==> src/rtl/ltc2308_reader.sv <==
// ==========================================================================
// Module   : ltc2308_reader
// Function : LTC2308 SPI reader with box-car averaging of 2^AVG_LOG2 samples
// Revision : 1.0
// ==========================================================================
`default_nettype none

module ltc2308_reader #(
    parameter int CLK_DIV     = 2,
    parameter int CONV_CYCLES = 80,
    parameter int CHANNEL     = 0,
    parameter int AVG_LOG2    = 2
) (
    input  logic        clk,
    input  logic        reset,
    input  logic        enable,
    output logic        adc_convst,
    output logic        adc_sck,
    output logic        adc_sdi,
    input  logic        adc_sdo,
    output logic [11:0] value,
    output logic        value_valid
);

    localparam int DIV_W = (CLK_DIV > 1) ? $clog2(CLK_DIV) : 1;
    localparam int TMR_W = $clog2(CONV_CYCLES + 2);
    localparam int CNT_W = (AVG_LOG2 > 0) ? AVG_LOG2 : 1;
    localparam int ACC_W = 12 + AVG_LOG2;

    localparam logic [DIV_W-1:0] DIV_LAST    = DIV_W'(CLK_DIV - 1);
    localparam logic [TMR_W-1:0] CONVST_LAST = TMR_W'(1);
    localparam logic [TMR_W-1:0] CONV_LAST   = TMR_W'(CONV_CYCLES - 1);
    localparam logic [CNT_W-1:0] CNT_LAST    = CNT_W'((1 << AVG_LOG2) - 1);
    localparam logic [4:0]       HALF_LAST   = 5'd23;

    localparam logic [2:0] CH       = CHANNEL[2:0];
    localparam logic [5:0] CFG_WORD = {1'b1, CH[0], CH[2], CH[1], 1'b1, 1'b0};

    localparam logic [2:0] S_IDLE    = 3'd0;
    localparam logic [2:0] S_CONVST  = 3'd1;
    localparam logic [2:0] S_CONVERT = 3'd2;
    localparam logic [2:0] S_SHIFT   = 3'd3;
    localparam logic [2:0] S_ACCUM   = 3'd4;

    logic [2:0]       r_state;
    logic [2:0]       w_next;
    logic [TMR_W-1:0] r_tmr;
    logic [DIV_W-1:0] r_div;
    logic [4:0]       r_half;
    logic [5:0]       r_cfg;
    logic [11:0]      r_shift;
    logic [ACC_W-1:0] r_acc;
    logic [CNT_W-1:0] r_cnt;
    logic             r_prime;
    logic             r_en_q;

    logic             w_div_last;
    logic [4:0]       w_half_inc;
    logic [ACC_W-1:0] w_sum;
    logic             w_convst_n;
    logic             w_sck_n;
    logic             w_sdi_n;
    logic             w_capture;
    logic [5:0]       w_cfg_n;

    assign w_div_last = (r_div == DIV_LAST);
    assign w_half_inc = r_half + 5'd1;
    assign w_sum      = r_acc + ACC_W'(r_shift);

    always_ff @(posedge clk) begin
        if (reset) begin
            r_state <= S_IDLE;
        end else begin
            r_state <= w_next;
        end
    end

    always_comb begin
        w_next = r_state;
        case (r_state)
            S_IDLE:    if (enable) w_next = S_CONVST;
            S_CONVST:  if (r_tmr == CONVST_LAST) w_next = S_CONVERT;
            S_CONVERT: if (r_tmr == CONV_LAST) w_next = S_SHIFT;
            S_SHIFT:   if (w_div_last && (r_half == HALF_LAST)) w_next = S_ACCUM;
            S_ACCUM:   w_next = S_IDLE;
            default:   w_next = S_IDLE;
        endcase
    end

    // Next values for the registered pins: even half-periods are SCK low,
    // odd ones high; config bits advance at each new low phase.
    always_comb begin
        w_convst_n = (w_next == S_CONVST);
        w_sck_n    = 1'b0;
        w_sdi_n    = 1'b0;
        w_capture  = 1'b0;
        w_cfg_n    = r_cfg;
        if ((r_state == S_CONVERT) && (w_next == S_SHIFT)) begin
            w_sdi_n = CFG_WORD[5];
            w_cfg_n = {CFG_WORD[4:0], 1'b0};
        end else if ((r_state == S_SHIFT) && (w_next == S_SHIFT)) begin
            w_sck_n = adc_sck;
            w_sdi_n = adc_sdi;
            if (w_div_last) begin
                w_sck_n = w_half_inc[0];
                if (w_half_inc[0]) begin
                    w_capture = 1'b1;
                end else begin
                    w_sdi_n = r_cfg[5];
                    w_cfg_n = {r_cfg[4:0], 1'b0};
                end
            end
        end
    end

    always_ff @(posedge clk) begin
        if (reset) begin
            adc_convst  <= 1'b0;
            adc_sck     <= 1'b0;
            adc_sdi     <= 1'b0;
            value       <= 12'd0;
            value_valid <= 1'b0;
            r_tmr       <= '0;
            r_div       <= '0;
            r_half      <= 5'd0;
            r_cfg       <= 6'd0;
            r_shift     <= 12'd0;
            r_acc       <= '0;
            r_cnt       <= '0;
            r_prime     <= 1'b1;
            r_en_q      <= 1'b0;
        end else begin
            adc_convst  <= w_convst_n;
            adc_sck     <= w_sck_n;
            adc_sdi     <= w_sdi_n;
            r_cfg       <= w_cfg_n;
            r_en_q      <= enable;
            value_valid <= 1'b0;
            r_tmr       <= (w_next != r_state) ? '0 : r_tmr + TMR_W'(1);

            if ((r_state == S_SHIFT) && (w_next == S_SHIFT)) begin
                if (w_div_last) begin
                    r_div  <= '0;
                    r_half <= w_half_inc;
                end else begin
                    r_div <= r_div + DIV_W'(1);
                end
            end else begin
                r_div  <= '0;
                r_half <= 5'd0;
            end

            if (w_capture) begin
                r_shift <= {r_shift[10:0], adc_sdo};
            end

            // The ADC applies a config word to the following conversion, so a
            // fresh start must throw away one read.
            if ((r_state == S_IDLE) && enable && !r_en_q) begin
                r_prime <= 1'b1;
            end

            if (r_state == S_ACCUM) begin
                if (r_prime) begin
                    r_prime <= 1'b0;
                end else if (r_cnt == CNT_LAST) begin
                    value       <= 12'(w_sum >> AVG_LOG2);
                    value_valid <= 1'b1;
                    r_acc       <= '0;
                    r_cnt       <= '0;
                end else begin
                    r_acc <= w_sum;
                    r_cnt <= r_cnt + CNT_W'(1);
                end
            end
        end
    end

endmodule

`default_nettype wire

==> config.mk <==
export PLATFORM = sky130hd
export DESIGN_NAME = ltc2308_reader
export DESIGN_NICKNAME = d
export VERILOG_FILES = /design/src/rtl/ltc2308_reader.sv
export SDC_FILE = /design/constraint.sdc
export NUM_CORES = 1
export LEC_CHECK = 0
export BUFFER_PORTS_ARGS = -buffer_cell sky130_fd_sc_hd__buf_2
export CORE_MARGIN = 2
export CORE_UTILIZATION = 54
export DETAILED_ROUTE_END_ITERATION = 7
export PLACE_DENSITY = 0.77
export SYNTH_ARGS = -nofsm -noshare
export SYNTH_HDL_FRONTEND = slang
export SYNTH_SLANG_ARGS = --single-unit
==> constraint.sdc <==
create_clock -name clk -period 1.8 [get_ports clk]
set_input_delay 0.36 -clock clk [delete_from_list [all_inputs] [get_ports clk]]
set_output_delay 0.36 -clock clk [all_outputs]
set_load 0.1 [all_outputs]
After elaboration in Yosys (flattened, before gate mapping)

Index checks and enable logic that the tools add are counted.

Output and inout port bits: 16
Bits of input ports: 4
Logic and storage cells: 82
Bits in registers: 66

Reductions and logical operators: 20
Equal/unequal tests: 14
Multiplexer cells: 23
$add $sub $neg: 5
Bitwise logic cells: 4

Operators by type and width:

| cell                  | count |
|---|---|
| $mux W3               | 8 |
| $add A14 B12 Y14      | 1 |
| $mux W14              | 1 |
| $mux W1               | 12 |
| $pmux W3 S4           | 1 |
| $eq A3 B2 Y1 const B  | 3 |
| $reduce_and A3 Y1     | 3 |
| $reduce_or A3 Y1      | 3 |
| $add A7 B1 Y7 const B | 1 |
| $eq A7 B1 Y1 const B  | 1 |
| $eq A7 B7 Y1 const B  | 1 |
| $eq A3 B1 Y1 const B  | 2 |
| $ne A3 B3 Y1 const B  | 2 |
| $reduce_or A2 Y1      | 3 |
| $add A5 B1 Y5 const B | 1 |
| $eq A5 B5 Y1 const B  | 1 |
| $logic_and A1 B1 Y1   | 5 |
| $not A1 Y1            | 4 |
| $reduce_and A2 Y1     | 2 |
| $reduce_bool A2 Y1    | 2 |
| $eq A3 B3 Y1 const B  | 1 |
| $logic_not A3 Y1      | 1 |
| $ne A3 B3 Y1          | 1 |
| $add A2 B1 Y2 const B | 1 |
| 5 further kinds       | 5 |

Depth between registers and ports, before layout

Word-level depth: 8
Mapped depth: 8
Gate-level depth less buffers: 7

Least setup slack after synthesis

Ideal clock, no wire load.

Path kind: reg2reg
Start point: reg r_shift[0]
End point: reg r_acc[10]
Library setup time: 0.128 ns
Slack: -0.178 ns
Arrival: 1.851 ns
Path buffers: 0
Data required time: 1.672 ns
Period minus slack after synthesis: 1.978 ns
Stages on the path, launching flop included: 8
Path through: dfxtp_1 > ha_1 > fa_1 > a211oi_1 > o211ai_1 > a211o_1 > a32oi_1 > nor2_1

Longest elaborated chain between the ends: 2

RTL lines:

| what                   | line | RTL |
|---|---|---|
| start, declared        | 51   | `logic [11:0] r_shift;` |
| start signal, assigned | 154  | `r_shift <= {r_shift[10:0], adc_sdo};` |
| $add A14 B12 Y14       | 68   | `assign w_sum = r_acc + ACC_W'(r_shift);` |
| $mux W14               | 166  | `end else if (r_cnt == CNT_LAST) begin` |
| end signal, assigned   | 172  | `r_acc <= w_sum;` |
| end, declared          | 52   | `logic [ACC_W-1:0] r_acc;` |

Every way passes these cells.
A chain may end at the register's enable or synchronous reset.

Worst setup path in the final report

Start point: reg r_acc[0]
End point: reg r_acc[10]

Longest elaborated chain between the ends: 2

RTL lines:

| what             | line |
|---|---|
| $add A14 B12 Y14 | 68 |
| $mux W14         | 166 |

Every way passes these cells.

==> run metrics <==
worst r2r src r_acc[0]$_SDFFE_PP0P_; most common cell after layout, fill and taps aside dfxtp_1; CTS H-tree depth 3; reg2reg setup slack -0.22 ns; fin. max-slew vios 0; Synth Flop Type dfxtp_1; Reg area 1340 µm²; Setup crit end kind flip-flop; required time worst endpoint 2.04 ns; Syn Nets 381; CTS root buf clkbuf_8; grt ovf 0; pin count of the biggest net entering global routing 22; Arrival @ worst endpoint 2.26 ns; DRT iter0 DRCs 217; hold_sp adc_sdo; mapped cell area 3180 µm²; vias per cell 5.75; Tot Pwr 3070 µW; RePlAce Congestion 0.835; initial antenna violation count 0; Tightest Pin Transition 0.507 ns; # Max-Cap Violations 0; Synth area leaders dfxtp_1, ha_1, nor2_1, mux2i_1, a21oi_1; post-route ant nets 0; Setup Viol. Count Final 13; Worst-Skew Late Latency 0.35 ns; RSZ-0062 raised after global routing true; Rel. slew slack 66.0%; synthesized flop and latch total 66; Die H 80.7 µm; Ant. Diodes 0; clk buf depth 2; Core Box Area between 5000 and 6000 µm²; failing checks setup timing; Pwr Density 737 nW/µm²; Core Rows 27; hold_buf cts 0; Detailed Place HPWL 5140 µm; Worst IR Drop VDD 0.794 mV; post-synthesis cell type count 53; starting density of the core approximately 57%; FILL cells 407; min Tclk post-route 2.02 ns; Worst Path Max Fanout 3; PortBufs 19; Setup CP Type flip-flop to flip-flop; area share of the largest cell type after synthesis 41.5%; hold path depth 3; Ports 20; Reg2Reg Depth 7; hold endpoint r_shift[0]$_SDFFE_PP0P_; final WL 7880 µm; Tcrit/Tclk final 112%; fmax 496 MHz; Avg Cell Area, Syn 8.83 µm²; most frequent cells in the layout dfxtp_1, nor2_1, buf_4; CTS tree built; die area 6520 µm²; vias 2868; placed cell count 478; DRC 0; sequential-to-total area share from yosys stat 41.5%; vias in the first global route 2654; Multi-input gate area 2020 µm²; final non-filler cell total roughly 500; Syn Inst Count 360; R2R Path End r_acc[10]$_SDFFE_PP0P_; static leakage about 0.0018 µW; final hold viol count 0; Post-synth EDFFs 0; clock sinks 66; GRT Overall Usage about a quarter; clk_skew ~0.0053 ns; CP startpoint kind flip-flop; status complete, but fails checks; Syn-to-layout area delta 31.2%; final worst slack -0.216 ns; Die W between 80 and 90 µm; CTS buffer count 9; worst min-delay path category input port to flip-flop; share of post-route cells with drive strength above 1 31.1%; first-pass GRT wire length between 10000 and 15000 µm; Nets about 440; dominant cell type by area after synthesis dfxtp_1; post-layout util between 70% and 80%; Synth Warn # 0; ys async rst share 0%; TritonRoute pass-1 iters 4; drt wl/cell between 15 and 20 µm; clk slew on worst S/H paths around 0.07 ns
-- critical path, stage by stage, from the launching register on --
cell and delay, ns:
dfxtp_2 0.34, ha_4 0.16, fa_2 0.40, a211oi_4 0.24, o211ai_1 0.18, a211o_1 0.34
a32oi_1 0.20, nor2_1 0.06
-- layout make-up --
type,count,area share [%]
Clock inverter,4,1.74
Sequential cell,66,32.0
Tap cell,72,2.16
Clock buffer,12,3.96
Multi-Input combinational cell,270,48.4
Inverter,8,0.719
Timing Repair Buffer,67,11.0
-- cell usage after synthesis (all sizes together), types with 4 or more instances --
library cell and n:
buf 6, nor4 4, nand4 5, nor2b 4, o21ai 9, xnor2 7
mux2i 17, inv 7, a22oi 4, dfxtp 66, nor3 12, nand3 23
o31ai 4, ha 16, xor2 6, a21oi 25, o211ai 6, nand2 23
a21o 6, clkbuf 10, nor2 50, and3 8
-- metrics by stage --
step / hold WS [ns] / setup slack, ns / setup TNS (ns) / area [µm²]
final: 0.273 / -0.216 / -1.20 / 4170
after global routing: 0.279 / -0.287 / -2.46 / 4170
after CTS: 0.260 / -0.181 / -0.794 / 3980
after detailed placement: 0.445 / -0.195 / -0.833 / 3690
after global placement: 0.442 / -0.132 / -0.478 / 3690
after floorplan: 0.430 / -0.0723 / -0.127 / 3250
-- cells by family after synthesis --
| group | count (synthesis) | share of synthesized area [%] |
|---|---|---|
| AOI/OAI and AO/OA | 78 | 16.8 |
| xor gates and xnor gates | 13 | 3.58 |
| adders and majority gates | 17 | 6.92 |
| buffers and inverters | 24 | 3.15 |
| DFF | 66 | 41.5 |
| muxes | 18 | 5.70 |
| and+or+nand+nor | 144 | 22.3 |
-- worst max path at each step --
stage | startpoint | end | slack [ns] | cells past startpoint
6_report | r_acc[0]$_SDFFE_PP0P_ | r_acc[10]$_SDFFE_PP0P_ | -0.22 | 7
4_1_cts | r_acc[0]$_SDFFE_PP0P_ | r_acc[10]$_SDFFE_PP0P_ | -0.18 | 7
3_5_place_dp | r_acc[0]$_SDFFE_PP0P_ | r_acc[12]$_SDFFE_PP0P_ | -0.20 | 7
3_3_place_gp | r_acc[0]$_SDFFE_PP0P_ | r_acc[12]$_SDFFE_PP0P_ | -0.13 | 7
2_1_floorplan | r_shift[0]$_SDFFE_PP0P_ | r_acc[10]$_SDFFE_PP0P_ | -0.07 | 7
5_1_grt | r_acc[0]$_SDFFE_PP0P_ | r_acc[12]$_SDFFE_PP0P_ | -0.29 | 7
-- sequential cells by signal, indices dropped and copies added (netlist names) --
register,cells
r_prime,1
r_shift,12
adc_sck,1
r_acc,14
adc_convst,1
r_div,1
adc_sdi,1
r_half,5
r_tmr,7
value,12
value_valid,1
r_en_q,1
r_cfg,4
r_state,3
r_cnt,2
-- repair_timing --
item                                    CTS  global route
endpoints found under the setup margin   13            39
endpoints found under the hold margin     0             0
gates resized for setup                   9            34
pin swaps                                 5            24
setup buffers                             2             4
-- routing by layer --
metal	global-route usage (%)	up-vias	wire length [µm]
li1	-	1421	-
met1	30.2	1366	3580
met2	41.5	77	3860
met3	6.00	4	405
met4	7.63	0	32
met5	0	-	0
-- power by group --
| group | internal, µW | switching [µW] |
|---|---|---|
| logic | 37.1 | 76.8 |
| registers | 1470 | 16.5 |
| clock network | 891 | 581 |
| total | 2400 | 674 |
Note: power is estimated with default switching activity, not from simulation.
